### config.mk
export PLATFORM = sky130hd
export DESIGN_NAME = d_ff_pipe_sr_flat
export DESIGN_NICKNAME = d
export VERILOG_FILES = /design/src/rtl/d_ff_pkg.sv /design/src/rtl/d_ff_pipe_sr_if.sv /design/src/rtl/d_ff_stage.sv /design/src/rtl/d_ff_pipe_sr.sv /design/src/flat_wrapper.sv
export SDC_FILE = /design/constraint.sdc
export NUM_CORES = 1
export LEC_CHECK = 0
export ABC_AREA = 1
export ABC_CLOCK_PERIOD_IN_PS = 4600
export CELL_PAD_IN_SITES_DETAIL_PLACEMENT = 1
export CELL_PAD_IN_SITES_GLOBAL_PLACEMENT = 1
export CORE_MARGIN = 8
export CORE_UTILIZATION = 49
export DETAILED_ROUTE_END_ITERATION = 12
export DONT_BUFFER_PORTS = 1
export GPL_TIMING_DRIVEN = 0
export PLACE_DENSITY = 0.86
export SKIP_LAST_GASP = 1
export SLEW_MARGIN = 20
export SYNTH_ARGS = -nofsm -noshare
export SYNTH_HDL_FRONTEND = slang
export SYNTH_SLANG_ARGS = --single-unit
### constraint.sdc
create_clock -name clk -period 4.6 [get_ports clk]
set_clock_uncertainty 0.15 [all_clocks]
set_input_delay 0.69 -clock clk [delete_from_list [all_inputs] [get_ports clk]]
set_output_delay 0.69 -clock clk [all_outputs]
set_load 0.01 [all_outputs]
### src/rtl/d_ff_pkg.sv
// d_ff_pkg: shared constants and helpers for the d_ff_pipe_sr register pipeline.
//   WidthMin/WidthMax : legal range of the data width parameter
//   DepthMin/DepthMax : legal range of the stage count parameter
//   occ_width()       : bit width of the occupancy count for a given depth
package d_ff_pkg;

  localparam int unsigned WidthMin = 1;
  localparam int unsigned WidthMax = 64;
  localparam int unsigned DepthMin = 1;
  localparam int unsigned DepthMax = 16;

  // Occupancy spans 0..depth inclusive, so depth+1 distinct values.
  function automatic int unsigned occ_width(input int unsigned depth);
    return $clog2(depth + 1);
  endfunction

endpackage

### src/rtl/d_ff_pipe_sr_if.sv
// d_ff_pipe_sr_if: bundles the control/data inputs and the observed outputs of d_ff_pipe_sr.
//   en, sclr, sset : advance enable, synchronous clear, synchronous set
//   d, vin         : data and valid qualifier into stage 0
//   q, qn          : last-stage data and its bitwise complement
//   vout, occ      : last-stage valid and count of valid stages
// master drives the inputs (integrator/bench); slave is the pipeline itself.
interface d_ff_pipe_sr_if #(
  parameter int unsigned WIDTH = 8,
  parameter int unsigned DEPTH = 4
);
  import d_ff_pkg::*;

  localparam int unsigned OccW = occ_width(DEPTH);

  logic             en;
  logic             sclr;
  logic             sset;
  logic [WIDTH-1:0] d;
  logic             vin;
  logic [WIDTH-1:0] q;
  logic [WIDTH-1:0] qn;
  logic             vout;
  logic [OccW-1:0]  occ;

  modport master (
    output en, sclr, sset, d, vin,
    input  q, qn, vout, occ
  );

  modport slave (
    input  en, sclr, sset, d, vin,
    output q, qn, vout, occ
  );

endinterface

### src/rtl/d_ff_stage.sv
// d_ff_stage: one pipeline stage holding WIDTH data bits plus a valid bit.
//   i_clk, i_rstn   : clock, asynchronous active-low reset
//   i_en            : load i_d/i_vin when no clear or set is pending
//   i_sclr, i_sset  : synchronous clear / set, clear has priority
//   i_d, i_vin      : incoming data and valid
//   o_q, o_vout     : stored data and valid
module d_ff_stage #(
  parameter int unsigned      WIDTH   = 8,
  parameter logic [WIDTH-1:0] RST_VAL = '0,
  parameter logic [WIDTH-1:0] SET_VAL = '1
) (
  input  logic             i_clk,
  input  logic             i_rstn,
  input  logic             i_en,
  input  logic             i_sclr,
  input  logic             i_sset,
  input  logic [WIDTH-1:0] i_d,
  input  logic             i_vin,
  output logic [WIDTH-1:0] o_q,
  output logic             o_vout
);

  logic [WIDTH-1:0] r_data;
  logic             r_valid;

  // Set and clear both empty the stage; only the data pattern differs.
  always_ff @(posedge i_clk or negedge i_rstn) begin
    if (!i_rstn) begin
      r_data  <= RST_VAL;
      r_valid <= 1'b0;
    end else if (i_sclr) begin
      r_data  <= RST_VAL;
      r_valid <= 1'b0;
    end else if (i_sset) begin
      r_data  <= SET_VAL;
      r_valid <= 1'b0;
    end else if (i_en) begin
      r_data  <= i_d;
      r_valid <= i_vin;
    end
  end

  assign o_q    = r_data;
  assign o_vout = r_valid;

endmodule

### src/rtl/d_ff_pipe_sr.sv
// d_ff_pipe_sr: DEPTH-stage shift pipeline of WIDTH-bit data with per-stage valid,
// synchronous set/clear and an advance enable.
//   clk, rstn : clock, asynchronous active-low reset
//   bus       : slave side of d_ff_pipe_sr_if
//               in : en, sclr, sset, d, vin
//               out: q/qn (last stage data and complement), vout (last stage valid),
//                    occ (number of valid stages)
// All outputs are decoded from stage registers only.
module d_ff_pipe_sr
  import d_ff_pkg::*;
#(
  parameter int unsigned      WIDTH   = 8,
  parameter int unsigned      DEPTH   = 4,
  parameter logic [WIDTH-1:0] RST_VAL = '0,
  parameter logic [WIDTH-1:0] SET_VAL = '1
) (
  input logic            clk,
  input logic            rstn,
  d_ff_pipe_sr_if.slave  bus
);

  localparam int unsigned OccW = occ_width(DEPTH);

  logic [WIDTH-1:0] w_data [DEPTH];
  logic [DEPTH-1:0] w_valid;
  logic [OccW-1:0]  w_occ;

  for (genvar g = 0; g < DEPTH; g++) begin : g_stage
    logic [WIDTH-1:0] w_d_in;
    logic             w_v_in;

    if (g == 0) begin : g_head
      assign w_d_in = bus.d;
      assign w_v_in = bus.vin;
    end else begin : g_body
      assign w_d_in = w_data[g-1];
      assign w_v_in = w_valid[g-1];
    end

    d_ff_stage #(
      .WIDTH   (WIDTH),
      .RST_VAL (RST_VAL),
      .SET_VAL (SET_VAL)
    ) u_stage (
      .i_clk  (clk),
      .i_rstn (rstn),
      .i_en   (bus.en),
      .i_sclr (bus.sclr),
      .i_sset (bus.sset),
      .i_d    (w_d_in),
      .i_vin  (w_v_in),
      .o_q    (w_data[g]),
      .o_vout (w_valid[g])
    );
  end

  // Popcount of the valid vector; OccW is sized so DEPTH never wraps.
  always_comb begin
    w_occ = '0;
    for (int unsigned i = 0; i < DEPTH; i++) begin
      w_occ = w_occ + OccW'(w_valid[i]);
    end
  end

  assign bus.q    = w_data[DEPTH-1];
  assign bus.qn   = ~w_data[DEPTH-1];
  assign bus.vout = w_valid[DEPTH-1];
  assign bus.occ  = w_occ;

endmodule

### src/flat_wrapper.sv
// flat-port wrapper written by rule: the top's interface ports become plain ports
module d_ff_pipe_sr_flat import d_ff_pkg::*;
#(
  parameter int unsigned      WIDTH   = 8,
  parameter int unsigned      DEPTH   = 4,
  parameter logic [WIDTH-1:0] RST_VAL = '0,
  parameter logic [WIDTH-1:0] SET_VAL = '1
)
  (clk, rstn, bus_en, bus_sclr, bus_sset, bus_d, bus_vin, bus_q, bus_qn, bus_vout, bus_occ);
  d_ff_pipe_sr_if #(.WIDTH(WIDTH), .DEPTH(DEPTH)) bus_i ();
  input logic clk;
  input logic rstn;
  input wire logic [$bits(bus_i.en)-1:0] bus_en;
  input wire logic [$bits(bus_i.sclr)-1:0] bus_sclr;
  input wire logic [$bits(bus_i.sset)-1:0] bus_sset;
  input wire logic [$bits(bus_i.d)-1:0] bus_d;
  input wire logic [$bits(bus_i.vin)-1:0] bus_vin;
  output wire logic [$bits(bus_i.q)-1:0] bus_q;
  output wire logic [$bits(bus_i.qn)-1:0] bus_qn;
  output wire logic [$bits(bus_i.vout)-1:0] bus_vout;
  output wire logic [$bits(bus_i.occ)-1:0] bus_occ;
  assign bus_i.en = bus_en;
  assign bus_i.sclr = bus_sclr;
  assign bus_i.sset = bus_sset;
  assign bus_i.d = bus_d;
  assign bus_i.vin = bus_vin;
  assign bus_q = bus_i.q;
  assign bus_qn = bus_i.qn;
  assign bus_vout = bus_i.vout;
  assign bus_occ = bus_i.occ;
  d_ff_pipe_sr #(.WIDTH(WIDTH), .DEPTH(DEPTH), .RST_VAL(RST_VAL), .SET_VAL(SET_VAL)) u_core (.clk(clk), .rstn(rstn), .bus(bus_i));
endmodule
Word-level counts from Yosys, hierarchy flattened:

Index checks and enable logic that the tools add are counted.

* register bits: 36
* word-level logic and storage cells: 37
* output and inout port bits: 20

* add/subtract/negate cells: 3
* bitwise gates (word level): 1
* reductions and logical operators: 1
* multiplexer cells: 24

Operators by type and width (count)
* $mux W8: 12
* $mux W1: 12
* $not A8 Y8: 1
* $add A3 B1 Y3: 2
* $reduce_bool A3 Y1: 1
* $add A1 B1 Y2: 1

Logic depth before layout (Yosys ltp):

* word-level depth: 3
* mapped depth: 6
* depth with buffers taken out: 4

By module:

From an unflattened synthesis, not the netlist that was laid out.

* cells, all modules: 248
* area total of the unflattened synthesis: 1880.6 um^2

Modules (own cells, without submodules)
* d_ff_stage: instances 4, cells each 58, seq. area each 225.2 um^2, area each 446.7 um^2
* d_ff_pipe_sr: instances 1, cells each 16, seq. area each 0.0 um^2, area each 93.8 um^2

Worst setup path before layout:

OpenSTA, ideal clock, no wires.

* kind: flip-flop to output port
* start point: register u_core.g_stage[1].u_stage.r_valid
* end point: output port bus_occ[1]
* arrival: 1.346 ns
* required time: 3.760 ns
* setup slack: 2.414 ns
* cell stages (with the launch flop): 4
* path buffers: 0
* cells stage by stage: dfrtp_1 ha_1 fa_1 ha_1

* word-level cells in the longest chain between the ends: 3

RTL lines
* start, declared: RTL line d_ff_stage.sv:24 `logic r_valid;`
* start signal, assigned: RTL line d_ff_stage.sv:39 `r_valid <= i_vin;`
* $add A1 B1 Y2: RTL line d_ff_pipe_sr.sv:61 `w_occ = w_occ + OccW'(w_valid[i]);`
* $add A3 B1 Y3 (2 in series): RTL line d_ff_pipe_sr.sv:61
* end, declared: RTL line flat_wrapper.sv:21 `output wire logic [$bits(bus_i.occ)-1:0] bus_occ;`

No other way between the ends.

Worst setup path after layout:

Same ends and word-level chain as after synthesis.

==> run summary <==
Max Clk Rate: 0.392 GHz
critical path arrival: 1.71 ns
antenna viol nets, final: 0
syn avg cell area: 8.00 um^2
Post-Syn Nets: 257
Post-Synth Adder-Cell Area: 0.0235
worst-skew pair later-pin latency: 0.29 ns
most used cell, CP: ha_1
Setup TNS Final: 0 ns
Die Area: 6180 um^2
# setup viols final: 0
power share of the clock group: 0.340
share of cells above drive strength 1: 0.157
post-placement worst setup slack: 2.36 ns
relative slew slack: 0.859
YS warnings: 0
Clock Sinks: 36
Die Ht: 78.6 um
Die Wd: 78.6 um
Simple-Gate Fraction of Synth Area: 0.389
Resized cells post-CTS: 0
crit path capture: bus_occ[1]
htree depth: 2
first-pass GRT wire length: 8490 um
num ports: 34
routed vias: 1560
max-cap viol count: 0
largest net degree at the start of global routing: 37
vias per cell: 5.25
main combinational cell family by area after synthesis: simple AND/OR/NAND/NOR gates
drt total wl: 4760 um
proportion of synthesized area in mux cells: 0
DPL Wire Length: 3150 um
ANT cells: 0
CP required: 3.76 ns
Synth cell types: 15
Least-Margin Pin Slew: 0.211 ns
Syn Std Cell Area: 1920 um^2
worst path bufs/invs: 0
CTS tree: done
Reg-to-Reg Start: u_core.g_stage[1].u_stage.o_q[0]
Largest delay share family, worst path: adder cells
Final Cycle Share: 0.554
crit path max fanout: 3
area grow syn2layout: 8.86%
GP Congestion: 0.783
GRT overflow: 0
sw power: 192 uW
status: completed
GR Util All Layers: 0.175
worst setup path start: u_core.g_stage[1].u_stage.o_vout
Comb power frac: 0.141
pwr dens: 328 nW/um^2
Slew Limit Fails: 0
Max IR drop VDD: 179 uV
DRC: 0
num rows: 22
Worst setup SP type: flop
Final min period: 2.55 ns
Largest stage delay, worst path: 0.40 ns
Post-DP Area: 1980 um^2
CTS max path bufs: 2
number of setup buffers added after CTS: 0
#FFs+latches synth: 36
initial antenna violation count: 0
I/O Buffers: 0
Reg clk slew, reported paths: 0.07 ns
CTS root buf: clkbuf_8
critical path class: flop to primary output
worst r2r dst: u_core.g_stage[2].u_stage.o_q[0]
flop-to-flop setup slack: 3.67 ns
hold_buf cts: 1
WL/cell: 16.0 um
reg2reg path depth: 4
# nets final: 265
Initial DRC Count: 84
final hold vios: 0
Starting Density: 0.517
CTS Buf Count: 5
vias in the first global route: 1752
CP endpoint kind: primary output
core footprint: 3720 um^2
cell area after layout: 2090 um^2
Mapped Cells: 240
DR pass1 iterations: 4
sequential share of power: 0.520
RSZ-0062 raised after global routing: no
CP max-delay cell: dfrtp_1
worst hold-check path type: input port to asynchronous set/reset pin
P_int: 494 uW
Lkg Pwr: 1.12 nW
final worst setup slack: 2.05 ns
sw frac: 0.280
sequential area share after synthesis: 0.469
stages on the worst setup path: 3
CP Cell Sequence: ha_1 > fa_1 > ha_1
complex-gate fraction of the synthesized area: 0.0104
Synth Area in XOR/XNOR: 0
[cell families after synthesis]
logic type                 after synthesis
DFF                                     36
and+or+nand+nor                        169
buffers and inverters                   28
AOI/OAI and AO/OA                        4
adders and majority gates                3
[flip-flops by register name (all words and copies together), names as in the netlist]
register                       cells
u_core.g_stage.u_stage.o_q        32
u_core.g_stage.u_stage.o_vout      4
[cell usage in the layout (no fill, tap or decap), drive strengths merged]
cell,count
nand2,136
clkbuf,8
inv,12
ha,2
fa,1
a21oi,4
dfrtp,36
buf,17
nand3,32
nor2,1
[layer usage]
metal	wire, um	global-route usage
met5	0	0
met2	2320	0.290
met3	299	0.0513
met4	143	0.0889
met1	2000	0.200
[cell usage after synthesis]
| cell | n | area [um^2] |
|---|---|---|
| buf_6 | 10 | 113 |
| nand2_1 | 136 | 510 |
| ha_1 | 2 | 25.0 |
| buf_2 | 3 | 15.0 |
| nand3_1 | 19 | 95.1 |
| nor2_4 | 1 | 11.3 |
| a21oi_1 | 4 | 20.0 |
| inv_2 | 1 | 3.75 |
| fa_1 | 1 | 20.0 |
| inv_6 | 1 | 8.76 |
| buf_8 | 1 | 15.0 |
| inv_1 | 10 | 37.5 |
| dfrtp_1 | 36 | 901 |
| buf_4 | 2 | 15.0 |
| nand3_2 | 13 | 130 |
[worst min path at each step]
stage,start,end,cells past startpoint
after floorplan,rstn,u_core.g_stage[0].u_stage.o_q[0],0
after global placement,rstn,u_core.g_stage[3].u_stage.o_q[1],0
after detailed placement,rstn,u_core.g_stage[0].u_stage.o_q[5],0
after CTS,rstn,u_core.g_stage[2].u_stage.o_q[1],1
after global routing,rstn,u_core.g_stage[0].u_stage.o_q[7],1
final,rstn,u_core.g_stage[0].u_stage.o_q[7],1
[stage by stage]
step	util	hold slack (ns)	std cells	power, mW
after floorplan	-	0.244	240	0.430
after global placement	0.533	0.246	288	0.448
after detailed placement	0.533	0.245	288	0.452
after CTS	0.563	0.0857	297	0.694
after global routing	0.563	0.0825	297	0.721
final	0.563	0.0841	297	0.687
[power groups by stage]
stage | clock (mW) | sequential, mW | combinational [mW]
5_1_grt | 0.249 | 0.360 | 0.111
2_1_floorplan | 0 | 0.359 | 0.0705
3_3_place_gp | 0 | 0.362 | 0.0859
6_report | 0.233 | 0.357 | 0.0966
3_5_place_dp | 0 | 0.363 | 0.0886
4_1_cts | 0.239 | 0.357 | 0.0980
[worst reg2reg max path: stages, from the launching register on]
cell	delay [ns]
dfrtp_1	0.40
nand2_1	0.07
nand2_1	0.05
nand2_1	0.09
nand2_1	0.07
[final cells by class]
| cell class | instances | area [um^2] |
|---|---|---|
| tap | 48 | 60.1 |
| buffer | 16 | 158 |
| inverter | 12 | 50.0 |
| fill | 462 | 1630 |
| multi-input combinational | 176 | 812 |
| timing repair buffer | 1 | 20.0 |
| clock buffer | 8 | 90.1 |
| sequential | 36 | 901 |
Power figures use the tool's default switching activity.
